[src/rtl/spi_cs_arbiter.sv]
`default_nettype none
// ============================================================================
// Module   : spi_cs_arbiter
// Purpose  : Round-robin arbiter that hands one SPI master to NUM_REQ clients,
//            one chip-select burst at a time.
// Revision : 1.0
// ============================================================================
module spi_cs_arbiter #(
  parameter int NUM_REQ          = 4,
  parameter int MAX_BYTES_PER_CS = 7,
  parameter int CNT_W            = $clog2(MAX_BYTES_PER_CS + 1)
) (
  input  logic                     clk,
  input  logic                     rst,
  input  logic [NUM_REQ-1:0]       i_req,
  input  logic [NUM_REQ*CNT_W-1:0] i_count,
  input  logic [NUM_REQ*8-1:0]     i_tx_byte,
  output logic [NUM_REQ-1:0]       o_grant,
  output logic [NUM_REQ-1:0]       o_byte_ack,
  output logic [7:0]               o_rx_byte,
  output logic [NUM_REQ-1:0]       o_rx_valid,
  output logic [NUM_REQ-1:0]       o_done,
  output logic [7:0]               o_m_tx_byte,
  output logic                     o_m_tx_en,
  output logic [CNT_W-1:0]         o_m_tx_count,
  input  logic                     i_m_tx_ready,
  input  logic [7:0]               i_m_rx_byte,
  input  logic                     i_m_rx_en
);

  localparam int IDX_W = (NUM_REQ > 1) ? $clog2(NUM_REQ) : 1;

  localparam logic [2:0] S_IDLE      = 3'd0;
  localparam logic [2:0] S_SEND      = 3'd1;
  localparam logic [2:0] S_WAIT_BUSY = 3'd2;
  localparam logic [2:0] S_WAIT_RDY  = 3'd3;
  localparam logic [2:0] S_DONE      = 3'd4;

  localparam logic [CNT_W-1:0] C_MAX = CNT_W'(MAX_BYTES_PER_CS);

  logic [2:0]         r_state;
  logic [2:0]         w_state_nx;
  logic [IDX_W-1:0]   r_owner;
  logic [IDX_W-1:0]   r_last_grant;
  logic [CNT_W-1:0]   r_remaining;
  logic [CNT_W-1:0]   r_tx_count;
  logic [7:0]         r_rx_byte;
  logic [NUM_REQ-1:0] r_rx_valid;

  logic [NUM_REQ-1:0] w_elig;
  logic               w_found;
  logic [IDX_W-1:0]   w_pick;
  logic [IDX_W-1:0]   w_k;
  logic [CNT_W-1:0]   w_pick_cnt;
  logic [CNT_W-1:0]   w_clamped;
  logic [CNT_W-1:0]   w_rem_dec;
  logic [NUM_REQ-1:0] w_owner_oh;
  logic               w_grant_now;

  // A zero-length request can never start a burst, so it is not eligible.
  generate
    for (genvar g = 0; g < NUM_REQ; g++) begin : g_elig
      assign w_elig[g] = i_req[g] & (|i_count[g*CNT_W +: CNT_W]);
    end
  endgenerate

  always_comb begin
    w_found = 1'b0;
    w_pick  = '0;
    w_k     = '0;
    for (int i = 1; i <= NUM_REQ; i++) begin
      w_k = IDX_W'((int'(r_last_grant) + i) % NUM_REQ);
      if (!w_found && w_elig[w_k]) begin
        w_found = 1'b1;
        w_pick  = w_k;
      end
    end
  end

  assign w_pick_cnt  = i_count[w_pick*CNT_W +: CNT_W];
  assign w_clamped   = (w_pick_cnt > C_MAX) ? C_MAX : w_pick_cnt;
  assign w_rem_dec   = r_remaining - CNT_W'(1);
  assign w_owner_oh  = {{(NUM_REQ-1){1'b0}}, 1'b1} << r_owner;
  assign w_grant_now = (r_state == S_IDLE) && (w_state_nx == S_SEND);

  always_ff @(posedge clk) begin
    if (rst) begin
      r_state <= S_IDLE;
    end else begin
      r_state <= w_state_nx;
    end
  end

  always_comb begin
    w_state_nx = r_state;
    case (r_state)
      S_IDLE:      if (i_m_tx_ready && w_found) w_state_nx = S_SEND;
      S_SEND:      w_state_nx = S_WAIT_BUSY;
      S_WAIT_BUSY: if (!i_m_tx_ready) w_state_nx = S_WAIT_RDY;
      S_WAIT_RDY:  if (i_m_tx_ready) w_state_nx = (w_rem_dec != '0) ? S_SEND : S_DONE;
      S_DONE:      w_state_nx = S_IDLE;
      default:     w_state_nx = S_IDLE;
    endcase
  end

  always_comb begin
    o_grant     = '0;
    o_byte_ack  = '0;
    o_done      = '0;
    o_m_tx_en   = 1'b0;
    o_m_tx_byte = 8'h00;
    if (r_state != S_IDLE) o_grant = w_owner_oh;
    if (r_state == S_SEND) begin
      o_m_tx_en   = 1'b1;
      o_m_tx_byte = i_tx_byte[r_owner*8 +: 8];
      o_byte_ack  = w_owner_oh;
    end
    if (r_state == S_DONE) o_done = w_owner_oh;
  end

  // Burst bookkeeping; owner and length are frozen at grant time.
  always_ff @(posedge clk) begin
    if (rst) begin
      r_owner      <= '0;
      r_last_grant <= IDX_W'(NUM_REQ - 1);
      r_remaining  <= '0;
      r_tx_count   <= '0;
      r_rx_byte    <= 8'h00;
      r_rx_valid   <= '0;
    end else begin
      if (w_grant_now) begin
        r_owner     <= w_pick;
        r_remaining <= w_clamped;
        r_tx_count  <= w_clamped;
      end
      if (r_state == S_WAIT_RDY && i_m_tx_ready) r_remaining <= w_rem_dec;
      if (r_state == S_DONE) r_last_grant <= r_owner;
      if (i_m_rx_en && r_state != S_IDLE) begin
        r_rx_byte  <= i_m_rx_byte;
        r_rx_valid <= w_owner_oh;
      end else begin
        r_rx_valid <= '0;
      end
    end
  end

  assign o_m_tx_count = r_tx_count;
  assign o_rx_byte    = r_rx_byte;
  assign o_rx_valid   = r_rx_valid;

endmodule
`default_nettype wire

[config.mk]
export PLATFORM = sky130hd
export DESIGN_NAME = spi_cs_arbiter
export DESIGN_NICKNAME = d
export VERILOG_FILES = /design/src/rtl/spi_cs_arbiter.sv
export SDC_FILE = /design/constraint.sdc
export NUM_CORES = 1
export LEC_CHECK = 0
export CAP_MARGIN = 20
export CORE_MARGIN = 4
export CORE_UTILIZATION = 39
export DETAILED_ROUTE_END_ITERATION = 7
export HOLD_SLACK_MARGIN = 0.05
export PLACE_DENSITY = 0.89
export SYNTH_ARGS = -nofsm -noshare
export SYNTH_HDL_FRONTEND = slang
export SYNTH_SLANG_ARGS = --single-unit
[constraint.sdc]
create_clock -name clk -period 3.9 [get_ports clk]
set_clock_uncertainty 0.15 [all_clocks]
set_input_delay 0.585 -clock clk [delete_from_list [all_inputs] [get_ports clk]]
set_output_delay 0.585 -clock clk [all_outputs]
set_load 0.05 [all_outputs]
Yosys cells after proc, flatten, opt, wreduce, memory -nomap -nowiden
Index checks and enable logic that the tools add are counted.
Widths: inputs -> output; s select.
{ "totals": {"ff_bits": 25, "inputBits": 60, "out_inout_bits": 36, "word_cells": 79} }
{ "op_classes": {"n_addsub": 5, "n_mul": 1, "n_lt_le_gt_ge": 5, "eq_ne": 5, "shift": 3, "muxes": 29, "n_bitwise": 5, "reduce_logical": 19} }
{ "ops": {"columns": ["operator", "n"], "rows": [
  ["$shiftx 32x6->8", 1],
  ["$mux 3", 7],
  ["$lt 2x3->1 const B", 4],
  ["$mux 4", 3],
  ["$pmux 3 s4", 1],
  ["$reduce_or 3->1", 4],
  ["$shiftx 12x5->3", 1],
  ["$mux 1", 9],
  ["$bmux 1 s2", 4],
  ["$mux 2", 4],
  ["$mux 8", 1],
  ["$logic_and 1x1->1", 7],
  ["$eq 3x1->1 const B", 2],
  ["$eq 3x2->1 const B", 2],
  ["$reduce_bool 3->1", 2],
  ["$add 2x1->2 const B", 2],
  ["$add 2x2->2 const B", 2],
  ["$and 1x1->1", 4],
  ["$mul 2x2->4 const B", 1],
  ["$shl 1x2->4 const A", 1],
  ["$eq 3x3->1 const B", 1],
  ["$gt 3x3->1 const B", 1],
  ["$logic_not 1->1", 3],
  ["$logic_not 3->1", 1],
  ["4 further kinds", 4]
]} }

Logic depth before layout (Yosys ltp)
{ "depth": {"ltp_word": 21, "ltp_mapped": 7, "mapped_depth_nobuf": 7} }

Least setup slack after synthesis
No wires, ideal clock.
{ "synth_timing": {"path_type": "register to output", "start": "register r_state[2]", "end": "output o_byte_ack[0]", "t_arrival_ps": 2221, "required_ps": 3165, "slack_ps": 944, "path_stages_with_launch": 5, "path_buffers": 2, "path_cell_list": "dfxtp_1 -> clkbuf_1 -> or3b_2 -> clkbuf_1 -> nor3_1"} }
{ "synth_between": {"elab_chain_len": 2} }
{ "synth_rtl": {"columns": ["element", "line", "text"], "rows": [
  ["start, declared", "41", "logic [2:0] r_state;"],
  ["start signal, assigned", "90", "r_state <= w_state_nx;"],
  ["$eq 3x1->1", "113", "if (r_state == S_SEND) begin"],
  ["$mux 4", "113", null],
  ["end, declared", "19", "output logic [NUM_REQ-1:0] o_byte_ack,"]
]} }
No other way between the ends.

Worst setup path in the final report
{ "layout_timing": {"start": "register r_owner[0]", "end": "output o_m_tx_byte[2]"} }
{ "layout_between": {"elab_chain_len": 2} }
{ "layout_rtl": {"columns": ["element", "line", "text"], "rows": [
  ["start, declared", "43", "logic [IDX_W-1:0] r_owner;"],
  ["start signal, assigned", "132", "r_owner <= w_pick;"],
  ["$shiftx 32x6->8", "115", "o_m_tx_byte = i_tx_byte[r_owner*8 +: 8];"],
  ["$mux 8", "113", null],
  ["end, declared", "23", "output logic [7:0] o_m_tx_byte,"]
]} }
No other way between the ends.

==> summary.txt <==
Run status
  • Run status: complete, no violations

Logic synthesis
  • Post-Syn Area: 0.00152 sq mm
  • Post-synth top area share: 32.9%
  • Synth Instances: 159
  • Netlist cell types: 34
  • Area leader, netlist: dfxtp_1
  • Most common cell in the netlist: dfxtp_1
  • Post-synth ARST share: 0%
  • Commonest cells in the netlist: dfxtp_1 (25), nor2_1 (22), mux2i_1 (14)
  • Post-synthesis sequential area ratio: 32.9%
  • Syn avg cell area: 9.55 sq um
  • Syn. warnings: 0
  • Ranking of synthesized cells by area: dfxtp_1 (33%), mux4_2 (12%), mux2i_1 (9.2%)
  • Synthesized net count: 221
  • Number of flops mapped to enable cells by yosys: 0
  • Yosys reg bits: 25
  • Primary FF master, synth: dfxtp_1

Clock network
  • Clock sink count: 25
  • Clock slew seen by the registers of the worst setup and hold paths: 0.09 ns
  • TritonCTS Buffers: 3
  • Worst-Skew Late Latency: 0.27 ns
  • Number of post-CTS setup repair buffers: 0
  • Clk buf depth: 2
  • CTS tree: yes
  • CTS H-tree lvls: 1
  • Post_cts resized: 0
  • Cts hold-fix bufs: 0
  • CTS root buf: clkbuf_8

GRT
  • Remaining Overflow, GRT: 0
  • Global-route wire length before repair: 7.67 mm
  • Initial antenna violation count: 0
  • Largest net degree at the start of global routing: 27
  • Vias in the first global route: 1,589
  • GRT Overall Usage: 18.9%

Floorplanning
  • # rows: 22
  • Die area: 0.00496 sq mm
  • Die Wd: 70.4 um
  • CORE AREA: 0.00372 sq mm
  • Ports: 96
  • Die H: 70.4 um
  • Starting density of the core: 40.9%

Power and ir drop
  • Peak supply drop: 0.256 mV
  • PwrDens: 291 mW/mm^2
  • PnR Total Power: 736 uW
  • Pleak: 0.000955 uW

Routing
  • Wire length per cell: 15.8 um
  • Final wirelength: 4.66 mm
  • Drt drc: 0
  • DRT antenna net count: 0
  • DR vias: 1,608
  • Drt via density: 5.43
  • DRT iter0 DRCs: 125
  • Pre-antenna DRT Iters: 4

Setup path
  • R2R Setup Slk: 1.79 ns
  • Worst EP arrival: 2.45 ns
  • Crit path capture type: output pin
  • Reg2reg end: o_rx_byte[5]$_SDFFE_PP0P_
  • Nature of the critical path startpoint: register
  • Crit path kind: reg2out
  • Worst path required time: 3.16 ns
  • R2r worst-path depth: 4
  • FF-to-FF Start: r_state[2]$_SDFF_PP0_
  • Crit path max fanout: 10

Timing
  • Worst-margin pin slew: 0.880 ns
  • Worst rel slew slack: 41.2%
  • Maximum operating frequency: 0.314 GHz
  • Tmin final: 3.18 ns
  • Final hold viol count: 0
  • RSZ-0062 raised after global routing: no
  • Setup TNS: 0 ns
  • # setup viols final: 0
  • Fin. max-slew vios: 0
  • Setup WS post-layout: 0.718 ns
  • Period utilisation layout: 81.6%

Placed design
  • Hpwl dp: 3.81 mm
  • Place WS: 0.859 ns
  • PortBufs: 95
  • Placed inst area: 0.00249 sq mm
  • Inst Count DP: 292
  • GPL Wtd Cong: 0.816

Finish
  • Ant. Diodes: 0
  • Area Growth Syn to Fin: 66.6%
  • Post-route cell area: 0.00253 sq mm
  • Fin nets: 311
  • Fraction of layout cells with a size suffix above 1: 7.26%
  • Post-Layout Cell Count: 296

Hold path
  • Worst hold path type: reg2reg
  • Hold path depth: 2
  • WHS Endpoint: o_rx_byte[1]$_SDFFE_PP0P_
  • Hold Startpoint: o_rx_byte[1]$_SDFFE_PP0P_

Job
  • Max-cap viol count: 0
[worst max-delay path, stage by stage (launching register included)]
cell and delay (ns):
dfxtp_1 0.54, buf_4 0.27, mux4_2 0.52, nor2b_1 0.14, clkdlybuf4s50_1 0.71
[cells by family (layout without fill, tap and decap cells)]
family / Yosys count / count (layout) / synth area share (%)
AND/OR/NAND/NOR: 65 / 65 / 22.6
AO/OA/AOI/OAI: 30 / 30 / 17.4
flip-flops: 25 / 25 / 32.9
multiplexers: 22 / 22 / 21.1
buffers and inverters: 15 / 104 / 4.37
adder cells (fa/ha/maj): 2 / 2 / 1.65
[placed cells by master (no fill, tap or decap), types with 2 or more instances in the layout]
cell             netlist  final
nand2b_1               6      6
clkbuf_8               0      3
o21a_1                 2      2
mux2i_1               14     14
nor2_1                22     22
mux4_2                 8      8
o31ai_1                2      2
a31oi_1                2      2
a211o_1                3      3
dfxtp_1               25     25
ha_1                   2      2
inv_1                  4      4
o221ai_1               9      9
a21oi_1                2      2
or2_0                  2      2
nor3_1                 8      8
a211oi_1               2      2
nor4_1                 2      2
nor2b_1                8      8
and3_1                 3      3
nand3b_1               3      3
clkdlybuf4s50_1        0     95
nand2_1                6      6
o31a_1                 4      4
[flip-flops by register name, indices dropped and copies added, names as in the netlist]
name	flops
r_remaining	3
o_m_tx_count	3
o_rx_valid	4
r_last_grant	2
r_owner	2
r_state	3
o_rx_byte	8
[worst max path at each step]
stage | to | from | slack [ns] | cells after the start
after global placement | o_m_tx_byte[2] | i_tx_byte[26] | 0.87 | 4
after detailed placement | o_m_tx_byte[3] | i_tx_byte[11] | 0.86 | 4
after CTS | o_m_tx_byte[5] | r_owner[0]$_SDFFE_PP0P_ | 0.68 | 4
after floorplan | o_byte_ack[0] | r_state[2]$_SDFF_PP0_ | 0.94 | 4
after global routing | o_m_tx_byte[0] | r_owner[0]$_SDFFE_PP0P_ | 0.59 | 4
final | o_m_tx_byte[2] | r_owner[0]$_SDFFE_PP0P_ | 0.72 | 4
[power breakdown]
group	switching, uW	internal [uW]	leakage (uW)	total [uW]
clock	77.2	72.9	0.0000228	150
sequential	15.9	272	0.000204	288
combinational	156	142	0.000728	298
[per-stage QoR]
stage                     utilization (%)  hold WS (ns)
final                                68.1         0.347
after global routing                 68.1         0.403
after CTS                            68.1         0.355
after detailed placement             66.9         0.336
after global placement               66.9         0.323
after floorplan                         -         0.353
[layout make-up]
| class | instances | area, sq um |
|---|---|---|
| fillers | 295 | 1180 |
| flip-flops and latches | 25 | 500 |
| multi-input cells | 119 | 952 |
| well taps | 48 | 60.1 |
| inverters | 4 | 15.0 |
| repair buffers | 96 | 958 |
| clock buffers | 4 | 45.0 |
[metal layers]
layer	wire length, um	vias to the layer above	GRT usage [%]
met1	1840	768	23.0
met4	84	0	5.11
li1	-	774	-
met3	318	8	5.18
met2	2420	58	32.5
met5	0	-	0
Note: power is estimated with default switching activity, not from simulation.
